<file path="config.mk">
export PLATFORM = sky130hd
export DESIGN_NAME = flush_redirect_ctrl
export DESIGN_NICKNAME = d
export VERILOG_FILES = /design/src/rtl/flush_redirect_ctrl_pkg.sv /design/src/rtl/flush_redirect_ctrl.sv
export SDC_FILE = /design/constraint.sdc
export NUM_CORES = 1
export LEC_CHECK = 0
export CAP_MARGIN = 15
export CORE_MARGIN = 2
export CORE_UTILIZATION = 44
export CTS_BUF_LIST = sky130_fd_sc_hd__clkbuf_2
export CTS_CLUSTER_DIAMETER = 80
export DETAILED_ROUTE_END_ITERATION = 8
export MAX_ROUTING_LAYER = met4
export PLACE_DENSITY = 0.94
export SYNTH_ARGS = -nofsm -noshare
export SYNTH_HDL_FRONTEND = slang
export SYNTH_SLANG_ARGS = --single-unit
</file>
<file path="constraint.sdc">
create_clock -name clk -period 1.6 [get_ports clk]
set_input_delay 0.32 -clock clk [delete_from_list [all_inputs] [get_ports clk]]
set_output_delay 0.32 -clock clk [all_outputs]
set_load 0.005 [all_outputs]
</file>
<file path="src/rtl/flush_redirect_ctrl_pkg.sv">
// Shared definitions for the pipeline flush / fetch redirect controller.
// Holds the controller state encoding and the default exception entry PC.
package flush_redirect_ctrl_pkg;

    localparam logic [31:0] EX_VECTOR_DEF = 32'hbfc00380;

    typedef enum logic [1:0] {
        ST_IDLE     = 2'd0,
        ST_DRAIN    = 2'd1,
        ST_REDIRECT = 2'd2
    } frc_state_e;

endpackage

</file>
<file path="src/rtl/flush_redirect_ctrl.sv">
// Flushes the pipe on a WB exception/ERET, drains in-flight fetch responses, then offers the redirect PC.
// flush is same-cycle; redirect_valid follows after drain and holds until redirect_ready (no comb ready->valid path).
module flush_redirect_ctrl
    import flush_redirect_ctrl_pkg::*;
#(
    parameter logic [31:0] EX_VECTOR = EX_VECTOR_DEF,
    parameter int          CNT_W     = 2
) (
    input  logic        clk,
    input  logic        resetn,
    input  logic        ws_ex,
    input  logic        ws_eret,
    input  logic [31:0] cp0_epc,
    input  logic        fs_req_fire,
    input  logic        fs_resp,
    output logic        flush,
    output logic        resp_discard,
    output logic        redirect_valid,
    output logic [31:0] redirect_pc,
    input  logic        redirect_ready,
    output logic        busy
);

    frc_state_e       state_q, state_d;
    logic [CNT_W-1:0] ost_q, ost_d;
    logic [CNT_W-1:0] dc_q, dc_d;
    logic [31:0]      tgt_q, tgt_d;
    logic             event_w;

    assign event_w = ws_ex | ws_eret;
    // Post-cycle outstanding count; also the discard count loaded on an event.
    assign ost_d   = ost_q + CNT_W'(fs_req_fire) - CNT_W'(fs_resp);

    always_ff @(posedge clk) begin
        if (!resetn) begin
            state_q <= ST_IDLE;
            ost_q   <= '0;
            dc_q    <= '0;
            tgt_q   <= '0;
        end else begin
            state_q <= state_d;
            ost_q   <= ost_d;
            dc_q    <= dc_d;
            tgt_q   <= tgt_d;
        end
    end

    always_comb begin
        state_d        = state_q;
        dc_d           = dc_q;
        tgt_d          = tgt_q;
        flush          = 1'b0;
        resp_discard   = 1'b0;
        redirect_valid = 1'b0;
        case (state_q)
            ST_IDLE: begin
                if (event_w) begin
                    flush   = 1'b1;
                    tgt_d   = ws_ex ? EX_VECTOR : cp0_epc;
                    dc_d    = ost_d;
                    state_d = (ost_d == '0) ? ST_REDIRECT : ST_DRAIN;
                end
            end
            ST_DRAIN: begin
                resp_discard = fs_resp;
                dc_d         = dc_q + CNT_W'(fs_req_fire) - CNT_W'(fs_resp);
                if (dc_d == '0) begin
                    state_d = ST_REDIRECT;
                end
            end
            ST_REDIRECT: begin
                redirect_valid = 1'b1;
                if (redirect_ready) begin
                    state_d = ST_IDLE;
                end
            end
            default: begin
                state_d = ST_IDLE;
            end
        endcase
    end

    assign redirect_pc = tgt_q;
    assign busy        = (state_q != ST_IDLE);

endmodule
</file>
## Word level (Yosys, flattened, before mapping)

Index checks and enable logic that the tools add are counted.
W data, S select, Z words.

| cells by class | value |
|---|---|
| add/subtract/negate cells | 4 |
| eq/ne operators | 5 |
| multiplexer cells | 12 |
| bitwise logic cells | 1 |
| reductions and logical operators | 8 |

Operator list:

| operator | number |
|---|---|
| $mux W32 | 1 |
| $mux W2 | 5 |
| $logic_not A2 Y1 | 3 |
| $ne A2 B2 Y1 const B | 3 |
| $pmux W2 S3 | 1 |
| $add A2 B1 Y2 | 2 |
| $mux W1 | 4 |
| $pmux W2 S2 | 1 |
| $reduce_and A2 Y1 | 2 |
| $reduce_bool A2 Y1 | 2 |
| $sub A2 B1 Y2 | 2 |
| $reduce_and A3 Y1 | 1 |
| $eq A2 B1 Y1 const B | 1 |
| $eq A2 B2 Y1 const B | 1 |
| $or A1 B1 Y1 | 1 |

| word-level totals | value |
|---|---|
| bits in registers | 38 |
| output and inout bits | 36 |

## Longest topological paths before layout

Gate-level depths: netlist of run 1.

| logic depth | value |
|---|---|
| depth in word-level cells | 6 |
| gate-level depth with buffers | 7 |

## Worst setup path before layout of run 1

Ideal clock, no wire load.

| timing path | value |
|---|---|
| kind | register -> register |
| from | reg dc_q[0] |
| to | reg dc_q[1] |
| library setup time | 0.077 ns |
| data arrival time | 1.406 ns |
| data required time | 1.523 ns |
| path slack | 0.118 ns |
| stages on the path, launching flop included | 8 |
| buffers on the path | 0 |
| period minus slack after synthesis | 1.482 ns |
| path through | dfxtp_1 inv_1 ha_1 inv_1 ha_1 xnor2_1 or3_1 a41oi_2 |

| on the way | value |
|---|---|
| cells in the longest elaborated chain, start to end | 3 |

RTL lines:

| element | RTL line | source |
|---|---|---|
| start: declaration | flush_redirect_ctrl.sv:26 | `logic [CNT_W-1:0] dc_q, dc_d;` |
| start signal: assignment | flush_redirect_ctrl.sv:38 | `dc_q <= '0;` |
| start signal: assignment | flush_redirect_ctrl.sv:43 | `dc_q <= dc_d;` |
| $add A2 B1 Y2 | flush_redirect_ctrl.sv:66 | `dc_d = dc_q + CNT_W'(fs_req_fire) - CNT_W'(fs_resp);` |
| $sub A2 B1 Y2 | flush_redirect_ctrl.sv:66 |  |
| $pmux W2 S2 | flush_redirect_ctrl.sv:55 | `case (state_q)` |

No other way between the ends.
A chain may end at the register's enable or synchronous reset.

## Final worst setup path of run 1

| timing path | value |
|---|---|
| from | in fs_resp |
| to | reg state_q[1] |

| on the way | value |
|---|---|
| cells in the longest elaborated chain, start to end | 5 |
| elaborated cells between the ends (all ways) | 9 |

RTL lines:

| element | RTL line | source |
|---|---|---|
| start: declaration | flush_redirect_ctrl.sv:15 | `input logic fs_resp,` |
| $sub A2 B1 Y2 | flush_redirect_ctrl.sv:32 | `assign ost_d = ost_q + CNT_W'(fs_req_fire) - CNT_W'(fs_resp);` |
| $logic_not A2 Y1 | flush_redirect_ctrl.sv:61 | `state_d = (ost_d == '0) ? ST_REDIRECT : ST_DRAIN;` |
| $mux W2 | flush_redirect_ctrl.sv:61 |  |
| $mux W2 | flush_redirect_ctrl.sv:57 | `if (event_w) begin` |
| $pmux W2 S3 | flush_redirect_ctrl.sv:55 |  |
| end signal: assignment | flush_redirect_ctrl.sv:41 | `state_q <= state_d;` |
| end: declaration | flush_redirect_ctrl.sv:24 | `frc_state_e state_q, state_d;` |

Parallel ways exist; a longest one is shown, timed or not. The select of a mux whose other input is x is not followed.

==> results of run 1 <==
path summary, 6_finish.rpt:
kind	startpoint	end	slack, ns
worst min register to register	redirect_pc[11]	redirect_pc[11]	0.48
worst max-delay path	fs_resp	state_q[1]	-0.007
worst max register to register	dc_q[0]	dc_q[1]	0.05
worst min-delay path	redirect_pc[11]	redirect_pc[11]	0.48
layer usage:
layer / part of all wire [%] / GRT usage [%]
met1: 41 / 26.5
met2: 53 / 40.4
met3: 5.2 / 6.17
met4: 0.70 / 7.00
met5: 0 / -
what timing repair did:
item	in CTS	in global routing
resized for setup	17	74
buffers inserted	0	9
pin swaps	0	3
endpoints found under the setup margin	8	39
hold endpoints to repair	0	0
tightest hold or removal path: stages (launching register included):
cell     delay (ns)
dfxtp_2        0.35
o21ai_0        0.06
a21oi_1        0.06
area by class of cell:
cell class	count	area [um^2]	area share, %
Clock buffer	6	30.0	1.02
Tap cell	50	62.6	2.12
Clock inverter	2	8.76	0.297
Sequential cell	38	807	27.4
Inverter	6	25.0	0.849
Multi-Input combinational cell	128	1000	33.9
Timing Repair Buffer	101	1020	34.5
report_power, final:
| group | leakage, uW | switching (uW) | internal, uW |
|---|---|---|---|
| logic | 0.00121 | 993 | 1030 |
| registers | 0.000326 | 132 | 1200 |
| clock network | 0.0000304 | 302 | 108 |
| total | 0.00156 | 1430 | 2340 |
state kept, by name (all words and copies together) (netlist names):
name and cells:
state_q 2, redirect_pc 32, ost_q 2, dc_q 2
cell families after synthesis:
family,Yosys count
flip-flops,38
buffers and inverters,24
AND/OR/NAND/NOR,48
AO/OA/AOI/OAI,73
XOR/XNOR,3
adder cells (fa/ha/maj),4
synth_stat cells (2+ instances only):
cell type,n
a211oi_1,3
a211oi_2,9
a21oi_1,24
a21oi_2,9
and2_1,3
buf_2,5
buf_4,3
clkbuf_1,6
clkbuf_2,3
dfxtp_1,38
ha_1,4
inv_1,4
inv_2,2
nand3_1,2
nand4b_1,20
nor2_1,13
nor2_4,3
o211ai_1,3
o21ai_0,18
o21ai_1,2
xor3_1,2
per-stage QoR:
| stage | TNS (ns) | cells |
|---|---|---|
| after global routing | -0.103 | 331 |
| after CTS | -0.124 | 322 |
| final | -0.00940 | 331 |
| after global placement | -3.60 | 314 |
| after detailed placement | -4.96 | 314 |
| after floorplan | 0 | 190 |
==> results_tabular.tex, run 1 <==
\begin{tabular}{lr}
\hline
Metric & Value \\
\hline
\multicolumn{2}{l}{\textbf{Place}} \\
Area after DPL & 2680 um\^{}2 \\
Worst setup slack before clock tree synthesis & -0.389 ns \\
Buffers added on ports & 74 \\
HPWL after detailed placement & around 3.5 mm \\
Final estimated routing congestion in global placement & 0.799 \\
\multicolumn{2}{l}{\textbf{STA}} \\
Smallest hold slack & a little under 0.5 ns \\
Share of the clock period used by the worst path & 100\% \\
Max Slew Vio Count & 0 \\
Setup skew after layout & between 0.009 and 0.01 ns \\
Final Hold Viols & 0 \\
Setup Viol. Count Final & 2 \\
Final setup margin & -0.00653 ns \\
Relative slew slack & 71.5\% \\
RSZ-0062 raised after global routing & yes \\
Minimum clock period & between 1.5 and 2 ns \\
Max Fclk & just over 600 MHz \\
Transition at the pin with the smallest max-transition slack & approximately 0.43 ns \\
\multicolumn{2}{l}{\textbf{Power}} \\
Leak Pwr & 0.00156 uW \\
Power density over the cells & roughly 1300 nW/um\^{}2 \\
Peak supply drop & roughly 630 uV \\
Final Total Pwr & 3770 uW \\
\multicolumn{2}{l}{\textbf{Setup path}} \\
Largest fanout of any net on the critical path & 3 \\
Number of cells on the critical path & 7 \\
Ordered cell list for the critical path & clkdlybuf4s50\_1 -> ha\_1 -> inv\_1 -> ha\_1 -> xor3\_1 -> nor2\_2 -> a31o\_2 \\
Arrival @ worst endpoint & between 1.5 and 2 ns \\
Type of the worst setup path & in -> reg \\
Buffer and inverter count on the worst path & 2 \\
Category of the worst setup path launch point & primary input \\
Slowest cell on the critical path & clkdlybuf4s50\_1 \\
Delay-heaviest family, CP & buffers and inverters \\
Required time of the critical path & 1.87 ns \\
Worst Setup End Kind & register \\
Stage delay of the slowest cell on the critical path & between 0.4 and 0.5 ns \\
Number of cells on the worst reg-to-reg path & 7 \\
Most used cell along the critical path & ha\_1 \\
\multicolumn{2}{l}{\textbf{Global routing}} \\
Global Route Usage Sum & a little under a quarter \\
Global-route wire length before repair & $\sim$8 mm \\
GRT overflow & 0 \\
Pin count of the biggest net entering global routing & 35 \\
Number of global-route vias before repair & 1753 \\
Antenna violations before repair & 0 \\
\multicolumn{2}{l}{\textbf{Final layout}} \\
Commonest cells after routing, fill and taps aside & 38 x clkdlybuf4s50\_1, 34 x dfxtp\_2, 32 x dlymetal6s2s\_1 \\
Most common library cell in the layout ignoring fill and taps & clkdlybuf4s50\_1 \\
Layout overhead on the synthesized area & 60.9\% \\
Final cell utilization of the core & 73.7\% \\
Share of cells above drive strength 1 & 37.4\% \\
Antenna fix cells & 0 \\
FILL cells & between 300 and 400 \\
Final-stage net count & between 300 and 400 \\
Final Cell Area & 2950 um\^{}2 \\
\multicolumn{2}{l}{\textbf{Drt}} \\
Number of search-and-repair iterations in the first detailed-routing pass & 4 \\
Total DRC errors in the routed layout & 0 \\
Initial DRC Count & 86 \\
Average wire length per cell after detail routing & roughly 17 um \\
Detailed-route vias per instance & about 5.5 \\
Post-route ant nets & 0 \\
Post-detailed-routing wire length & roughly 5.6 mm \\
Vias after detailed routing & approximately 1800 \\
\multicolumn{2}{l}{\textbf{Clocking}} \\
Buffer levels on the longest clock path & 2 \\
Clock root cell & clkbuf\_2 \\
Hold-fix buffer count after cts & 0 \\
TritonCTS clock tree & yes \\
Clock transition time at the flip-flop clock pins of the worst setup and hold paths & approximately 0.18 ns \\
H-tree level count & 2 \\
Number of buffers added by the clock tree synthesis step & 5 \\
Insertion delay of the later-clocked pin in the worst-skew pair & approximately 0.36 ns \\
Clock sink total & 38 \\
\multicolumn{2}{l}{\textbf{Floorplan}} \\
Chip width & around 70 um \\
Die area & between 4000 and 5000 um\^{}2 \\
Die Span Y & 68.5 um \\
Count of pins on the block boundary & 75 \\
Floorplan row count & 23 \\
Effective utilization at floorplan & a little under half \\
Core region area & 4000 um\^{}2 \\
\multicolumn{2}{l}{\textbf{Synth}} \\
Main combinational cell family by area after synthesis & compound AO/OA/AOI/OAI gates \\
Average instance area after synthesis & $\sim$9.6 um\^{}2 \\
Proportion of synthesized chip area in sequential cells & 41.5\% \\
Adder-Cell Fraction of Synth Area & under 10\% \\
Flip-flop cell with the highest count after synthesis & dfxtp\_1 \\
Number of synthesized register bits & 38 \\
Number of flops mapped to enable cells by yosys & 0 \\
Share of synthesized area spent on multiplexers & 0\% \\
Yosys warning total & 0 \\
Number of nets in the synthesized netlist & around 230 \\
Post-Syn Instances & 190 \\
Area fraction in and, or, nand and nor cells after synthesis & 18.4\% \\
Share of synthesized registers carrying an async set or reset & 0\% \\
Fraction of synthesized cell area in xor and xnor cells & roughly 3.1\% \\
Synthesized-area fraction occupied by ao, oa, aoi and oai cells & between 20\% and 30\% \\
Netlist cell types & 35 \\
Area fraction of the dominant cell type after synthesis & approximately 42\% \\
Top cells by area in the synthesized netlist & dfxtp\_1 42\%, nand4b\_1 9.6\%, a21oi\_1 6.6\% \\
Cell area after synthesis & around 1800 um\^{}2 \\
Largest area contributor in the netlist & dfxtp\_1 \\
\multicolumn{2}{l}{\textbf{Min path}} \\
Min-delay worst type & reg -> reg \\
Cell depth of the worst min-delay path & 2 \\
\multicolumn{2}{l}{\textbf{Run status}} \\
Result of the run & finished with violations \\
Violations in the final reports & setup timing \\
\multicolumn{2}{l}{\textbf{Run}} \\
Max-cap viol count & 0 \\
\hline
\end{tabular}
Note: power is estimated with default switching activity, not from simulation.
==> run 2: changes to the inputs <==
--- a/config.mk
+++ b/config.mk
@@ -6,7 +6,6 @@
 export NUM_CORES = 1
 export LEC_CHECK = 0
 export CAP_MARGIN = 15
-export CORE_MARGIN = 2
 export CORE_UTILIZATION = 44
 export CTS_BUF_LIST = sky130_fd_sc_hd__clkbuf_2
 export CTS_CLUSTER_DIAMETER = 80
==> results_tabular.tex, run 2 (synthesis gave the netlist of run 1 again) <==
\begin{tabular}{lr}
\hline
Metric & Value \\
\hline
\multicolumn{2}{l}{\textbf{Final layout}} \\
Number of flip-flops in the largest register & 32 (unchanged) \\
Layout overhead on the synthesized area & 63.7\% \\
Final-stage net count & 327 (+1.2\%) \\
Number of non-filler instances in the completed layout & 334 (+0.91\%) \\
Multi-input gate area & 975 um\^{}2 (-2.5\%) \\
Final cell utilization of the core & 75.0\% (+1.3 points) \\
Final Cell Area & 3000 um\^{}2 (+1.7\%) \\
FF+latch area & 808 um\^{}2 (+0.16\%) \\
FILL cells & 276 (-8.9\%) \\
Most common library cell in the layout ignoring fill and taps & clkdlybuf4s50\_1 \\
Antenna fix cells & 0 (unchanged) \\
Share of cells above drive strength 1 & 37.7\% (+0.31 points) \\
Commonest cells after routing, fill and taps aside & 39 x clkdlybuf4s50\_1, 35 x dfxtp\_2, 31 x dlymetal6s2s\_1 \\
\multicolumn{2}{l}{\textbf{Floorplan}} \\
Die area & 4430 um\^{}2 (-5.8\%) \\
Core region area & 4000 um\^{}2 (unchanged) \\
Chip width & 66.5 um (-2.9\%) \\
Count of pins on the block boundary & 75 (unchanged) \\
Die Span Y & 66.5 um (-2.9\%) \\
Effective utilization at floorplan & 45.8\% (unchanged) \\
Floorplan row count & 23 (unchanged) \\
\multicolumn{2}{l}{\textbf{Global routing}} \\
Pin count of the biggest net entering global routing & 35 (unchanged) \\
GRT overflow & 0 (unchanged) \\
Number of global-route vias before repair & 1772 (+1.1\%) \\
Global Route Usage Sum & 24.8\% (+1.4 points) \\
Global-route wire length before repair & 8.04 mm (+0.17\%) \\
Antenna violations before repair & 0 (unchanged) \\
\multicolumn{2}{l}{\textbf{Clocking}} \\
Clock transition time at the flip-flop clock pins of the worst setup and hold paths & 0.19 ns (about the same) \\
Clock sink total & 38 (unchanged) \\
H-tree level count & 2 (unchanged) \\
Insertion delay of the later-clocked pin in the worst-skew pair & 0.38 ns (+0.02 ns) \\
Clock root cell & clkbuf\_2 \\
TritonCTS clock tree & yes \\
Buffer levels on the longest clock path & 2 (unchanged) \\
Number of buffers added by the clock tree synthesis step & 5 (unchanged) \\
\multicolumn{2}{l}{\textbf{Setup path}} \\
Number of cells on the worst reg-to-reg path & 7 (unchanged) \\
Largest fanout of any net on the critical path & 3 (unchanged) \\
Launching element of the worst setup path & fs\_resp \\
Capture point of the worst reg-to-reg path & state\_q[1] \\
Worst setup endpoint & state\_q[1] \\
Worst Setup End Kind & register \\
Category of the worst setup path launch point & primary input \\
Arrival @ worst endpoint & 1.97 ns (+0.09 ns) \\
Critical register-to-register path startpoint & dc\_q[0] \\
Type of the worst setup path & in -> reg \\
Required time of the critical path & 1.92 ns (+0.05 ns) \\
Slack of the worst reg-to-reg path & -0.03 ns (-0.08 ns) \\
\multicolumn{2}{l}{\textbf{Power}} \\
Proportion of total power due to net switching & 35.9\% (-2.0 points) \\
Switching power & 1440 uW (+0.86\%) \\
Clock network power share & 14.0\% (+3.1 points) \\
Leak Pwr & 0.00157 uW (+0.64\%) \\
Part of the total power dissipated in combinational logic & 53.0\% (-0.7 points) \\
Part of the total power dissipated in sequential elements & 32.9\% (-2.5 points) \\
Final Total Pwr & 4010 uW (+6.5\%) \\
Internal portion of total power & 2570 uW (+10\%) \\
Power density over the cells & 1340 nW/um\^{}2 (+4.7\%) \\
Peak supply drop & 588 uV (-6.5\%) \\
\multicolumn{2}{l}{\textbf{Drt}} \\
Routed met2 length & 2.75 mm (-7.1\%) \\
Total DRC errors in the routed layout & 0 (unchanged) \\
Highest routed layer & met4 \\
Met3 layer wire length in the routed design & 344 um (+19\%) \\
Detailed-route vias per instance & 5.45 (-1.1\%) \\
Number of search-and-repair iterations in the first detailed-routing pass & 4 (unchanged) \\
Initial DRC Count & 110 (+28\%) \\
Metal1 wirelength & 2.26 mm (-0.44\%) \\
Post-detailed-routing wire length & 5.42 mm (-2.6\%) \\
Post-route ant nets & 0 (unchanged) \\
Vias after detailed routing & 1819 (-0.16\%) \\
Average wire length per cell after detail routing & 16.2 um (-3.4\%) \\
\multicolumn{2}{l}{\textbf{Place}} \\
HPWL after detailed placement & 3.46 mm (-1.2\%) \\
Buffers added on ports & 74 (unchanged) \\
Area after DPL & 2680 um\^{}2 (-0.28\%) \\
Worst setup slack before clock tree synthesis & -0.424 ns (-0.0350 ns) \\
Cell count after placement & 313 (-0.32\%) \\
Final estimated routing congestion in global placement & 0.852 (+6.6\%) \\
\multicolumn{2}{l}{\textbf{STA}} \\
Setup Viol. Count Final & 2 (unchanged) \\
Max Fclk & 606 MHz (-2.6\%) \\
Transition at the pin with the smallest max-transition slack & 0.432 ns (+0.00420 ns) \\
Final setup margin & -0.0500 ns (-0.0435 ns) \\
Minimum clock period & 1.65 ns (+0.0435 ns) \\
Max Slew Vio Count & 0 (unchanged) \\
Setup skew after layout & 0.0118 ns (+0.00190 ns) \\
Final Hold Viols & 0 (unchanged) \\
Share of the clock period used by the worst path & 103\% (+2.7 points) \\
RSZ-0062 raised after global routing & yes \\
Relative slew slack & 71.2\% (-0.28 points) \\
\multicolumn{2}{l}{\textbf{Run status}} \\
Result of the run & finished with violations \\
Violations in the final reports & setup timing \\
\multicolumn{2}{l}{\textbf{Run}} \\
Max-cap viol count & 0 (unchanged) \\
\multicolumn{2}{l}{\textbf{Min path}} \\
Hold wc startpoint & redirect\_pc[13] \\
Min-delay worst type & reg -> reg \\
\hline
\end{tabular}
==> run 2: metal layers <==
layer | up-vias | global-route usage (%)
li1 | 886 | -
met2 | 80 | 43.8
met3 | 6 | 5.99
met4 | 0 | 7.71
met1 | 847 | 27.3
met5 | - | -
==> run 2: power by group through the flow <==
stage | clock [uW] | combinational [uW] | sequential, uW
detailed placement | 0 | 1830 | 1330
CTS | 576 | 1950 | 1330
global route | 628 | 2300 | 1340
global placement | 0 | 1790 | 1310
finish | 563 | 2130 | 1320
floorplan | 0 | 1030 | 1330
==> run 2: stage by stage <==
| step | TNS [ns] | hold WS (ns) |
|---|---|---|
| 2_1_floorplan | 0 | 0.442 |
| 3_3_place_gp | -3.65 | 0.456 |
| 3_5_place_dp | -4.62 | 0.467 |
| 4_1_cts | -0.0107 | 0.474 |
| 5_1_grt | -0.394 | 0.451 |
| 6_report | -0.0927 | 0.485 |
==> run 2: worst min path at each step <==
| stage | end | depth (start not counted) |
|---|---|---|
| 5_1_grt | redirect_pc[0] | 3 |
| 4_1_cts | redirect_pc[0] | 3 |
| 3_3_place_gp | redirect_pc[11] | 2 |
| 2_1_floorplan | ost_q[1] | 1 |
| 6_report | redirect_pc[13] | 2 |
| 3_5_place_dp | redirect_pc[13] | 2 |
==> run 2: final cells by class <==
cell class	instances	share of cell area, %
Clock inverter	2	1.13
Clock buffer	5	0.834
Multi-Input combinational cell	128	32.5
Sequential cell	38	26.9
Tap cell	50	2.09
Inverter	6	0.834
Timing Repair Buffer	105	35.7
==> run 2: repair_timing <==
item                                    4_1_cts  5_1_grt
pin swaps                                     3        5
setup buffers                                 6       11
hold buffers                                  0        0
endpoints found under the setup margin       25       41
resized for setup                            47       50
hold endpoints to repair                      0        0
==> run 2: critical path: stages <==
cell and delay, ns:
clkdlybuf4s50_1 0.47, ha_1 0.34, inv_2 0.07, ha_4 0.20, nand4bb_1 0.22, o22ai_1 0.22, a31o_2 0.13
